[src/rtl/riscv_pkg.sv]
// Shared types for the branch predictor: 2-bit counter encoding, its reset value,
// and the table-maintenance FSM states.
package riscv_pkg;

    typedef enum logic [1:0] {
        CTR_SNT = 2'b00,
        CTR_WNT = 2'b01,
        CTR_WT  = 2'b10,
        CTR_ST  = 2'b11
    } ctr_e;

    localparam ctr_e CTR_RESET = CTR_WNT;

    typedef enum logic [0:0] {
        BP_IDLE  = 1'b0,
        BP_CLEAR = 1'b1
    } bp_state_e;

    function automatic logic ctr_is_taken(input ctr_e ctr);
        return ctr[1];
    endfunction

endpackage

[src/rtl/bp_sat_counter.sv]
// Combinational 2-bit saturating counter step: increment on taken, decrement on
// not-taken, clamped at ST and SNT.
module bp_sat_counter
    import riscv_pkg::*;
(
    input  ctr_e ctr_i,
    input  logic taken_i,
    output ctr_e ctr_o
);

    // next counter value
    always_comb begin
        ctr_o = ctr_i;
        case (ctr_i)
            CTR_SNT: ctr_o = taken_i ? CTR_WNT : CTR_SNT;
            CTR_WNT: ctr_o = taken_i ? CTR_WT  : CTR_SNT;
            CTR_WT:  ctr_o = taken_i ? CTR_ST  : CTR_WNT;
            CTR_ST:  ctr_o = taken_i ? CTR_ST  : CTR_WT;
            default: ctr_o = CTR_RESET;
        endcase
    end

endmodule

[src/rtl/branch_predictor.sv]
// Bimodal branch predictor with a flush-driven table clear FSM.
// Define BP_GSHARE_EN to XOR a non-speculative global history into the index.
module branch_predictor
    import riscv_pkg::*;
#(
    parameter int ENTRIES  = 64,
    parameter int GHR_BITS = 6
) (
    input  logic                       clk_i,
    input  logic                       rst_i,
    input  logic                       pred_valid_i,
    input  logic [63:0]                pred_pc_i,
    output logic                       pred_valid_o,
    output logic                       pred_taken_o,
    output logic [$clog2(ENTRIES)-1:0] pred_idx_o,
    input  logic                       upd_valid_i,
    input  logic [$clog2(ENTRIES)-1:0] upd_idx_i,
    input  logic                       upd_taken_i,
    input  logic                       flush_i,
    output logic                       ready_o
);

    localparam int IDX_W = $clog2(ENTRIES);

    bp_state_e        state_r;
    bp_state_e        state_nxt_s;
    logic [IDX_W-1:0] clr_ptr_r;
    logic [IDX_W-1:0] clr_ptr_nxt_s;
    ctr_e             table_r [ENTRIES];
    ctr_e             upd_ctr_s;
    logic [IDX_W-1:0] lkp_idx_s;
    logic             idle_s;
    logic             lkp_en_s;
    logic             upd_en_s;
    logic             clr_en_s;
    logic             unused_pc_s;

    assign unused_pc_s = ^{pred_pc_i[63:IDX_W+2], pred_pc_i[1:0]};

`ifdef BP_GSHARE_EN
    logic [GHR_BITS-1:0] ghr_r;

    assign lkp_idx_s = pred_pc_i[IDX_W+1:2] ^ IDX_W'(ghr_r);

    // global history: cleared on flush, shifted by every accepted update
    always_ff @(posedge clk_i or posedge rst_i) begin
        if (rst_i) begin
            ghr_r <= {GHR_BITS{1'b0}};
        end else if (flush_i) begin
            ghr_r <= {GHR_BITS{1'b0}};
        end else if (upd_en_s) begin
            ghr_r <= {ghr_r[GHR_BITS-2:0], upd_taken_i};
        end
    end
`else
    assign lkp_idx_s = pred_pc_i[IDX_W+1:2];
`endif

    assign idle_s   = (state_r == BP_IDLE);
    assign lkp_en_s = idle_s && pred_valid_i && !flush_i;
    assign upd_en_s = idle_s && upd_valid_i && !flush_i;
    assign clr_en_s = (state_r == BP_CLEAR) && !flush_i;
    assign ready_o  = idle_s;

    bp_sat_counter u_sat_counter (
        .ctr_i   (table_r[upd_idx_i]),
        .taken_i (upd_taken_i),
        .ctr_o   (upd_ctr_s)
    );

    // clear FSM next state; a flush in CLEAR restarts the sweep from entry 0
    always_comb begin
        state_nxt_s   = state_r;
        clr_ptr_nxt_s = clr_ptr_r;
        case (state_r)
            BP_IDLE: begin
                if (flush_i) begin
                    state_nxt_s   = BP_CLEAR;
                    clr_ptr_nxt_s = {IDX_W{1'b0}};
                end else begin
                    state_nxt_s   = BP_IDLE;
                end
            end
            BP_CLEAR: begin
                if (flush_i) begin
                    state_nxt_s   = BP_CLEAR;
                    clr_ptr_nxt_s = {IDX_W{1'b0}};
                end else if (clr_ptr_r == IDX_W'(ENTRIES - 1)) begin
                    state_nxt_s   = BP_IDLE;
                    clr_ptr_nxt_s = {IDX_W{1'b0}};
                end else begin
                    state_nxt_s   = BP_CLEAR;
                    clr_ptr_nxt_s = clr_ptr_r + IDX_W'(1'b1);
                end
            end
            default: begin
                state_nxt_s   = BP_IDLE;
                clr_ptr_nxt_s = {IDX_W{1'b0}};
            end
        endcase
    end

    // FSM state and clear pointer
    always_ff @(posedge clk_i or posedge rst_i) begin
        if (rst_i) begin
            state_r   <= BP_IDLE;
            clr_ptr_r <= {IDX_W{1'b0}};
        end else begin
            state_r   <= state_nxt_s;
            clr_ptr_r <= clr_ptr_nxt_s;
        end
    end

    // counter table; nonblocking writes give same-edge lookups the old value
    always_ff @(posedge clk_i or posedge rst_i) begin
        if (rst_i) begin
            for (int i = 0; i < ENTRIES; i++) begin
                table_r[i] <= CTR_RESET;
            end
        end else if (clr_en_s) begin
            table_r[clr_ptr_r] <= CTR_RESET;
        end else if (upd_en_s) begin
            table_r[upd_idx_i] <= upd_ctr_s;
        end
    end

    // registered lookup result
    always_ff @(posedge clk_i or posedge rst_i) begin
        if (rst_i) begin
            pred_valid_o <= 1'b0;
            pred_taken_o <= 1'b0;
            pred_idx_o   <= {IDX_W{1'b0}};
        end else begin
            pred_valid_o <= lkp_en_s;
            if (lkp_en_s) begin
                pred_taken_o <= ctr_is_taken(table_r[lkp_idx_s]);
                pred_idx_o   <= lkp_idx_s;
            end
        end
    end

endmodule

[config.mk]
export PLATFORM = sky130hd
export DESIGN_NAME = branch_predictor
export DESIGN_NICKNAME = d
export VERILOG_FILES = /design/src/rtl/riscv_pkg.sv /design/src/rtl/bp_sat_counter.sv /design/src/rtl/branch_predictor.sv
export SDC_FILE = /design/constraint.sdc
export NUM_CORES = 1
export LEC_CHECK = 0
export CORE_MARGIN = 1.5
export CORE_UTILIZATION = 45
export CTS_CLUSTER_SIZE = 30
export DETAILED_ROUTE_END_ITERATION = 10
export DONT_BUFFER_PORTS = 1
export PLACE_DENSITY = 0.56
export RECOVER_POWER = 25
export SYNTH_ARGS = -nofsm -noshare
export SYNTH_HDL_FRONTEND = slang
export SYNTH_SLANG_ARGS = --single-unit
[constraint.sdc]
create_clock -name clk_i -period 7.5 [get_ports clk_i]
set_input_delay 1.125 -clock clk_i [delete_from_list [all_inputs] [get_ports clk_i]]
set_output_delay 1.125 -clock clk_i [all_outputs]
set_load 0.02 [all_outputs]
==> results of run 1 <==
-- layer usage --
| metal | routed length (um) | vias up | part of all wire (%) |
|---|---|---|---|
| met5 | 0 | - | 0 |
| met4 | 2430 | 0 | 6.3 |
| met3 | 4860 | 148 | 13 |
| met2 | 16000 | 649 | 42 |
| met1 | 15100 | 4368 | 39 |
| li1 | - | 3770 | - |
-- cell type report --
class | count | area, sq um
Fill cell | 1897 | 10200
Inverter | 17 | 65.1
Timing Repair Buffer | 15 | 113
Multi-Input combinational cell | 771 | 5070
Clock buffer | 17 | 425
Sequential cell | 143 | 3660
Clock inverter | 15 | 231
Tap cell | 270 | 338
-- cells by family (layout without fill, tap and decap cells) --
family                   Yosys count  after routing  synth area share (%)
AO/OA/AOI/OAI                    343            343                  24.5
XOR/XNOR                           2              2                 0.191
adder cells (fa/ha/maj)            3              3                 0.368
multiplexers                      59             59                  11.3
buffers and inverters            105             64                  5.09
flip-flops                       143            143                  39.9
AND/OR/NAND/NOR                  364            364                  18.6
-- registers in the layout, indices dropped and copies added, names as in the netlist --
signal and cells:
clr_ptr_r 6, pred_idx_o 6, pred_taken_o 1, pred_valid_o 1, state_r 1, table_r 128
-- power by group --
| group | internal (W) | total, W | switching [W] |
|---|---|---|---|
| Sequential | 0.000876 | 0.000944 | 0.0000678 |
| Combinational | 0.000135 | 0.000366 | 0.000231 |
| Clock | 0.000596 | 0.000977 | 0.000381 |
-- cells in the final DEF, fill, tap and decap left out, types with 15 or more instances in the layout --
master / count
sky130_fd_sc_hd__buf_4: 15
sky130_fd_sc_hd__o32ai_1: 19
sky130_fd_sc_hd__o22ai_1: 44
sky130_fd_sc_hd__a21oi_1: 70
sky130_fd_sc_hd__nor2_1: 126
sky130_fd_sc_hd__dfstp_2: 64
sky130_fd_sc_hd__mux4_2: 35
sky130_fd_sc_hd__mux2i_1: 17
sky130_fd_sc_hd__o31ai_1: 19
sky130_fd_sc_hd__dfrtp_1: 79
sky130_fd_sc_hd__nand2_1: 97
sky130_fd_sc_hd__nand3_1: 29
sky130_fd_sc_hd__o21ai_0: 82
sky130_fd_sc_hd__clkbuf_16: 17
sky130_fd_sc_hd__nor3_1: 39
-- through the flow --
step | hold slack, ns | cells | setup WS [ns] | utilization (%)
after floorplan | 0.458 | 1019 | 2.64 | -
after global placement | 0.485 | 1216 | 2.36 | 46.0
after detailed placement | 0.492 | 1216 | 2.39 | 46.0
after CTS | 0.506 | 1248 | 2.86 | 49.2
after global routing | 0.521 | 1248 | 2.65 | 49.2
final | 0.506 | 1248 | 2.70 | 49.2
-- synth_stat cells, types with 3 or more instances --
| cell | count |
|---|---|
| sky130_fd_sc_hd__a211oi_1 | 14 |
| sky130_fd_sc_hd__a21oi_1 | 70 |
| sky130_fd_sc_hd__a221oi_1 | 11 |
| sky130_fd_sc_hd__a22o_1 | 3 |
| sky130_fd_sc_hd__a22oi_1 | 11 |
| sky130_fd_sc_hd__a31oi_1 | 4 |
| sky130_fd_sc_hd__and2_1 | 6 |
| sky130_fd_sc_hd__and3_1 | 4 |
| sky130_fd_sc_hd__and3b_1 | 4 |
| sky130_fd_sc_hd__buf_1 | 5 |
| sky130_fd_sc_hd__buf_2 | 22 |
| sky130_fd_sc_hd__buf_6 | 5 |
| sky130_fd_sc_hd__clkbuf_1 | 54 |
| sky130_fd_sc_hd__dfrtp_1 | 79 |
| sky130_fd_sc_hd__dfstp_2 | 64 |
| sky130_fd_sc_hd__inv_1 | 15 |
| sky130_fd_sc_hd__mux2_2 | 7 |
| sky130_fd_sc_hd__mux2i_1 | 17 |
| sky130_fd_sc_hd__mux4_2 | 35 |
| sky130_fd_sc_hd__nand2_1 | 98 |
| sky130_fd_sc_hd__nand2b_1 | 6 |
| sky130_fd_sc_hd__nand3_1 | 29 |
| sky130_fd_sc_hd__nand3b_1 | 12 |
| sky130_fd_sc_hd__nand4_1 | 12 |
| sky130_fd_sc_hd__nor2_1 | 127 |
| sky130_fd_sc_hd__nor3_1 | 39 |
| sky130_fd_sc_hd__nor3b_1 | 7 |
| sky130_fd_sc_hd__o211ai_1 | 12 |
| sky130_fd_sc_hd__o21ai_0 | 82 |
| sky130_fd_sc_hd__o221ai_1 | 12 |
| sky130_fd_sc_hd__o22a_1 | 12 |
| sky130_fd_sc_hd__o22ai_1 | 44 |
| sky130_fd_sc_hd__o311ai_0 | 11 |
| sky130_fd_sc_hd__o31ai_1 | 19 |
| sky130_fd_sc_hd__o32ai_1 | 19 |
| sky130_fd_sc_hd__or3_1 | 3 |
| sky130_fd_sc_hd__or3b_2 | 8 |
-- path summary, 6_finish.rpt --
path | to | depth (start not counted) | from
max | table_r[90] | 8 | upd_idx_i[1]
min | table_r[80] | 1 | table_r[80]
max in group asynchronous | table_r[13] | 2 | rst_i
max reg2reg | table_r[90] | 8 | table_r[2]
min reg2reg | table_r[80] | 1 | table_r[80]
min in group asynchronous | pred_idx_o[3] | 1 | rst_i
==> out/metrics.sh, run 1 <==
FINALCRITICALPERIOD_NS=4.80
TRITONCTS_BUFFERS=17
FIN_TOTAL_PWR_W=0.00229
CP_DATA_ARRIVAL_TIME_NS=5.14
GRTUSAGEMET1_PCT=50.3
CORE_SQ_UM=20100
HPWLAFTERDP_MM=25.1
GRT_FIRST_PASS_WIRELENGTH_MM=57.3
VIA_PER_INST=7.16
SETUP_REPAIR_AFTER_GLOBAL_ROUTING_MISSED_ITS_MARGIN='false'
ASYNC_RESET_FF_SHARE_PCT=100
PLACEMENT.CELL_AREA_SQ_UM=9240
MAX_SLEW_MARGIN_PCT=-127
DRT_PRE_ANTENNA_ITERS=6
WORSTPATHCELLLIST='nand2b_1 -> o32ai_1 -> o31ai_1 -> and4_1 -> maj3_2 -> buf_4 -> nand2_2 -> o31ai_1'
MAX_SLEW.WORST_PIN.SLEW_NS=3.39
YS_FF_LATCH=143
CLOCK_LATENCY_NS=0.44
TIMING_WORST_SETUP_PATH_TYPE='in -> reg'
GLOBAL_ROUTE_USAGE_OVER_ALL_LAYERS_PCT=36.9
YOSYS.AREA.TOP_TYPE='sky130_fd_sc_hd__dfrtp_1'
CTS_HOLD_BUF=0
MAX_FREQ_MHz=208
ROUTABILITYCONGESTION=0.970
STATUS='complete, but fails checks'
SYNTHFLOPTYPE='sky130_fd_sc_hd__dfrtp_1'
FINAL_LAYOUT_SIZE_SUFFIX_GT1_SHARE_PCT=17.7
CRITICAL_PATH.TOP_DELAY_FAMILY='simple AND/OR/NAND/NOR gates'
VIA_COUNT=8935
VIOLATIONS='max-capacitance violations, max-slew violations'
DRC=0
WORST_REG_TO_REG_SETUP_SLACK_NS=3.34
NUM-NETS-FINAL=1042
CRITPATHSLOWESTCELL='sky130_fd_sc_hd__nand2_2'
NUMBER_OF_MAX_SLEW_VIOLATIONS_IN_THE_FINAL_REPORT=77
END_KIND='register'
NETLIST_TOP_CELLS_AREA='sky130_fd_sc_hd__dfrtp_1, sky130_fd_sc_hd__dfstp_2, sky130_fd_sc_hd__mux4_2'
WORST_PATH_LARGEST_CELL_DELAY_NS=0.73
MIN_PATH_TYPE='reg -> reg'
PORT-BUFFER-COUNT=0
GRT_MET3_USE_PCT=11.6
FLOORPLAN.INITIALDENSITY_PCT=45.6
SYN-NUM-NETS=1096
P_PER_AREA_nW_PER_UM2=231
POST_CTS_BUFFERS=0
SYNTH_AREA_SQ_UM=9170
TRITONCTS='built'
MAX-VDD-IR-DROP_mV=0.141
POSTLAYOUTCELLAREA_SQ_UM=9900
FLOORPLAN.ROWS=52
FINAL_ANTENNA_NET_COUNT=0
DIE_HEIGHT_UM=146
CRITPATHLAUNCHTYPE='input pin'
NUMBER_OF_ANTENNA_VIOLATIONS_AT_THE_FIRST_CHECK_IN_GLOBAL_ROUTING=0
NUM_ANTENNA_CELLS=0
SYNTH_TOP_AREA_SHARE_PCT=21.6
TIMING.CRITICAL_PATH.FANOUT_MAX=50
GRT_START_MAX_NET_PINS=77
NUMCLOCKSINKS=143
GRT.MET2_USAGE_PCT=52.2
PEAK_USAGE_LAYER_IN_THE_GLOBAL_ROUTING_REPORT='met2'
FLOORPLAN.IO_PINS=85
POST_CTS_RESIZED=0
DRT_ITER0_DRC=1399
SYNTH.AVG_CELL_AREA_SQ_UM=9.00
FINAL_HOLD_VIOL_COUNT=0
WORSTPATHBUFFERINVERTERCOUNT=1
YS_SEQ_AREA_SHARE_PCT=39.9
CLK_PIN_SLEW_NS=0.07
DETAIL_ROUTE.WL_PER_CELL_UM=30.8
DRT_WL_TOTAL_MM=38.4
SYNTH_ENABLE_FLOP_CELLS=0
CRITICAL-PATH-TOP-CELL-BY-COUNT='sky130_fd_sc_hd__o31ai_1'
GRT_REMAINING_OVERFLOW=0
FINALCLOCKSKEW_NS=0.0123
CAP_VIOL_MAX_COUNT=1
FIN_CRIT_SH_PCT=64.0
CLK_ROOT_BUFFER_CELL='sky130_fd_sc_hd__clkbuf_16'
CTSLONGESTPATHBUFFERS=2
DESIGN.DIE.AREA_SQ_UM=21200
FINALSETUPVIOLCOUNT=0
TOTAL_NEGATIVE_SETUP_SLACK_NS=0
NUMBER_OF_GLOBAL_ROUTE_VIAS_BEFORE_REPAIR=8542
YOSYS_WARNINGS=0
DIE_W_UM=146
YS_TYPES=67
HTREE_LEVELS=4
POWER.STATIC_LEAKAGE_nW=3.45
CRITICAL_PATH_REQUIRED_NS=7.84
POST_SYNTH_INST_COUNT=1019
AREAGROWTHSYNTHTOFINISH_PCT=7.94
No activity file was read; power rests on OpenSTA's default activity.
==> run 2: changes to the inputs <==
==> constraint.sdc (replaced) <==
create_clock -name clk_i -period 4.9 [get_ports clk_i]
set_input_delay 0.735 -clock clk_i [delete_from_list [all_inputs] [get_ports clk_i]]
set_output_delay 0.735 -clock clk_i [all_outputs]
set_load 0.02 [all_outputs]
==> run 2 against run 1 <==
Effect of this change:
- the flow still finishes with violations (max-capacitance violations, max-slew violations)
- combinational power rose by 54%
- first-iteration DRC count down 2.1%
- clock power grew 30%
- worst setup slack worse by 1.3 ns
- utilization is 0.10 points lower
- via count rose by 2.0%
- die area did not move
- largest power group is now sequential cells
==> out/metrics.sh, run 2 (synthesis results as in run 1) <==
STATUS='complete, but fails checks'  # unchanged
VIOLATIONS='max-capacitance violations, max-slew violations'  # unchanged
DRT_PRE_ANTENNA_ITERS=8  # was 6
FINAL-INSTANCE-COUNT-EXCL-FILL=1259  # was 1248
TIMING_WORST_SETUP_PATH_TYPE='in -> reg'  # unchanged
LARGEST_REG_FLOPS=128  # unchanged
MAX_SLEW.WORST_PIN.SLEW_NS=3.41  # was 3.39 ns
FIN_CRIT_SH_PCT=71.2
CP_DATA_ARRIVAL_TIME_NS=3.77  # was 5.14 ns
HTREE_LEVELS=4  # unchanged
MAX_SLEW_MARGIN_PCT=-128  # was -127%
CRITPATHLAUNCHTYPE='input pin'  # unchanged
NUM_ANTENNA_CELLS=0  # unchanged
DRC=0  # unchanged
TRITONCTS='built'  # unchanged
FINALCLOCKSKEW_NS=0.0133  # was 0.0123 ns
CRITPATHSLOWESTCELL='sky130_fd_sc_hd__a21boi_4'  # was sky130_fd_sc_hd__nand2_2
CORE_SQ_UM=20100  # unchanged
POWER.STATIC_LEAKAGE_nW=3.44  # was 3.45 nW
CRIT-REG2REG-LAUNCH='table_r[73]'  # was table_r[2]
NUMBER_OF_ANTENNA_VIOLATIONS_AT_THE_FIRST_CHECK_IN_GLOBAL_ROUTING=0  # unchanged
LARGEST_REGS='table_r (128), clr_ptr_r (6), pred_idx_o (6)'  # unchanged
GRT_START_MAX_NET_PINS=76  # was 77
END_KIND='register'  # unchanged
CAP_VIOL_MAX_COUNT=1  # unchanged
TIMING.CRITICAL_PATH.FANOUT_MAX=30  # was 50
FLOORPLAN.INITIALDENSITY_PCT=45.6  # unchanged
CRITICAL-PATH-TOP-CELL-BY-COUNT='sky130_fd_sc_hd__o21ai_0'  # was sky130_fd_sc_hd__o31ai_1
P_PER_AREA_nW_PER_UM2=332  # was 231 nW/um^2
FINALSETUPVIOLCOUNT=0  # unchanged
SETUP_REPAIR_AFTER_GLOBAL_ROUTING_MISSED_ITS_MARGIN='false'  # unchanged
TRITONCTS_BUFFERS=17  # unchanged
MAX-VDD-IR-DROP_mV=0.251  # was 0.141 mV
GRT_FIRST_PASS_WIRELENGTH_MM=58.1  # was 57.3 mm
DETAIL_ROUTE.WL_PER_CELL_UM=31.1  # was 30.8 um
CLK_ROOT_BUFFER_CELL='sky130_fd_sc_hd__clkbuf_16'  # unchanged
CLOCK_LATENCY_NS=0.44  # about the same
DP.CELLS=1227  # was 1216
WORSTSETUPENDPOINT='table_r[73]'  # was table_r[90]
POST_CTS_BUFFERS=0  # unchanged
HPWLAFTERDP_MM=26.0  # was 25.1 mm
VIA_PER_INST=7.24  # was 7.16
POSTLAYOUTCELLAREA_SQ_UM=9880  # was 9900 sq um
REG2REG_DEPTH=9  # was 8
DRT_ITER0_DRC=1369  # was 1399
CTS_HOLD_BUF=0  # unchanged
FINAL_HOLD_VIOL_COUNT=0  # unchanged
DIE_W_UM=146  # unchanged
TOTAL_NEGATIVE_SETUP_SLACK_NS=0  # unchanged
NUM-NETS-FINAL=1053  # was 1042
VIA_COUNT=9114  # was 8935
NUMBER_OF_GLOBAL_ROUTE_VIAS_BEFORE_REPAIR=8601  # was 8542
PATH_DEPTH=7  # was 8
FINALCRITICALPERIOD_NS=3.49
WORSTPATHBUFFERINVERTERCOUNT=0  # was 1
POST_CTS_RESIZED=0  # unchanged
CLK_PIN_SLEW_NS=0.07  # about the same
ROUTABILITYCONGESTION=1.04  # was 0.970
WORST_PATH_LARGEST_CELL_DELAY_NS=0.81  # was 0.73 ns
LAYOUT_COMMON_CELLS='sky130_fd_sc_hd__nor2_1, sky130_fd_sc_hd__nand2_1, sky130_fd_sc_hd__o21ai_0'  # unchanged
NUMBER_OF_MAX_SLEW_VIOLATIONS_IN_THE_FINAL_REPORT=76  # was 77
AREAGROWTHSYNTHTOFINISH_PCT=7.72  # was 7.94%
PLACEMENT.CELL_AREA_SQ_UM=9320  # was 9240 sq um
WORST_REG_TO_REG_SETUP_SLACK_NS=1.61  # was 3.34 ns
FLOORPLAN.IO_PINS=85  # unchanged
FINAL_ANTENNA_NET_COUNT=0  # unchanged
WORSTPATHCELLLIST='nand2b_1 -> o32ai_1 -> o31ai_1 -> nand4_1 -> o21ai_0 -> a21boi_4 -> o21ai_0'  # was nand2b_1 -> o32ai_1 -> o31ai_1 -> and4_1 -> maj3_2 -> buf_4 -> nand2_2 -> o31ai_1
LAYOUT_COMMONEST_CELL='sky130_fd_sc_hd__nor2_1'  # unchanged
WORST_R2R_ENDPOINT='table_r[30]'  # was table_r[90]
DIE_HEIGHT_UM=146  # unchanged
MAX_FREQ_MHz=286
CTSLONGESTPATHBUFFERS=2  # unchanged
TOP_REGISTER='table_r'  # unchanged
PORT-BUFFER-COUNT=0  # unchanged
NUMCLOCKSINKS=143  # unchanged
FLOORPLAN.ROWS=52  # unchanged
GRT_REMAINING_OVERFLOW=0  # unchanged
CRITICAL_PATH.TOP_DELAY_FAMILY='compound AO/OA/AOI/OAI gates'  # was simple AND/OR/NAND/NOR gates
CRITICAL_PATH_REQUIRED_NS=5.18  # was 7.84 ns
DESIGN.DIE.AREA_SQ_UM=21200  # unchanged
MIN_PATH_TYPE='in -> reg'  # was reg -> reg
DRT_WL_TOTAL_MM=39.1  # was 38.4 mm
WORSTSETUPSTARTPOINT='upd_idx_i[1]'  # unchanged
GLOBAL_ROUTE_USAGE_OVER_ALL_LAYERS_PCT=37.5  # was 36.9%
FINAL_LAYOUT_SIZE_SUFFIX_GT1_SHARE_PCT=18.5  # was 17.7%
[run 2: cell types whose count changed in the layout (fill, tap and decap cells not counted), sizes merged]
cell	change
buf	+11
bufinv	-5
clkinvlp	+3
clkbuf	+2
clkinv	+1
inv	-1
[run 2: routing by layer]
| layer | wire length [um] | up-vias | global-route usage (%) |
|---|---|---|---|
| met5 | 0 | - | 0 |
| met4 | 2710 | 0 | 22.1 |
| met3 | 4370 | 162 | 9.40 |
| met2 | 16500 | 653 | 53.8 |
| met1 | 15500 | 4504 | 51.4 |
| li1 | - | 3795 | - |
[run 2: layout make-up]
cell class                 count  area, sq um
multi-input combinational    771         5060
clock buffer                  19          453
sequential                   143         3660
fill                        1945        10200
timing repair buffer          26          195
tap                          270          338
clock inverter                13          104
inverter                      17         65.1
[run 2: metrics by stage]
step	hold slack [ns]	setup WS, ns	util [%]	power (W)
after floorplan	0.458	0.433	-	0.00184
after global placement	0.484	1.02	46.4	0.00201
after detailed placement	0.491	0.967	46.4	0.00201
after CTS	0.301	1.45	49.1	0.00326
after global routing	0.337	1.29	49.1	0.00337
final	0.346	1.41	49.1	0.00328
[run 2: worst register-to-register path: cells and delay by family (launching register included)]
family | cells | cell delay [ns]
multiplexers | 1 | 0.49
AO/OA/AOI/OAI | 3 | 1.23
AND/OR/NAND/NOR | 2 | 0.22
adder cells (fa/ha/maj) | 1 | 0.34
flip-flops | 1 | 0.41
buffers and inverters | 2 | 0.54
[run 2: worst min path at each step]
| stage | cells past startpoint | slack (ns) | endpoint | from |
|---|---|---|---|---|
| global placement | 2 | 0.48 | table_r[39] | table_r[39] |
| detailed placement | 2 | 0.49 | table_r[39] | table_r[39] |
| floorplan | 2 | 0.46 | table_r[19] | table_r[19] |
| finish | 1 | 0.35 | clr_ptr_r[4] | flush_i |
| CTS | 1 | 0.30 | pred_idx_o[3] | rst_i |
| global route | 1 | 0.34 | clr_ptr_r[1] | flush_i |
[run 2: where the power goes]
part | switching [W] | internal [W]
clock network | 0.000587 | 0.000681
logic | 0.000351 | 0.000214
registers | 0.000108 | 0.00134
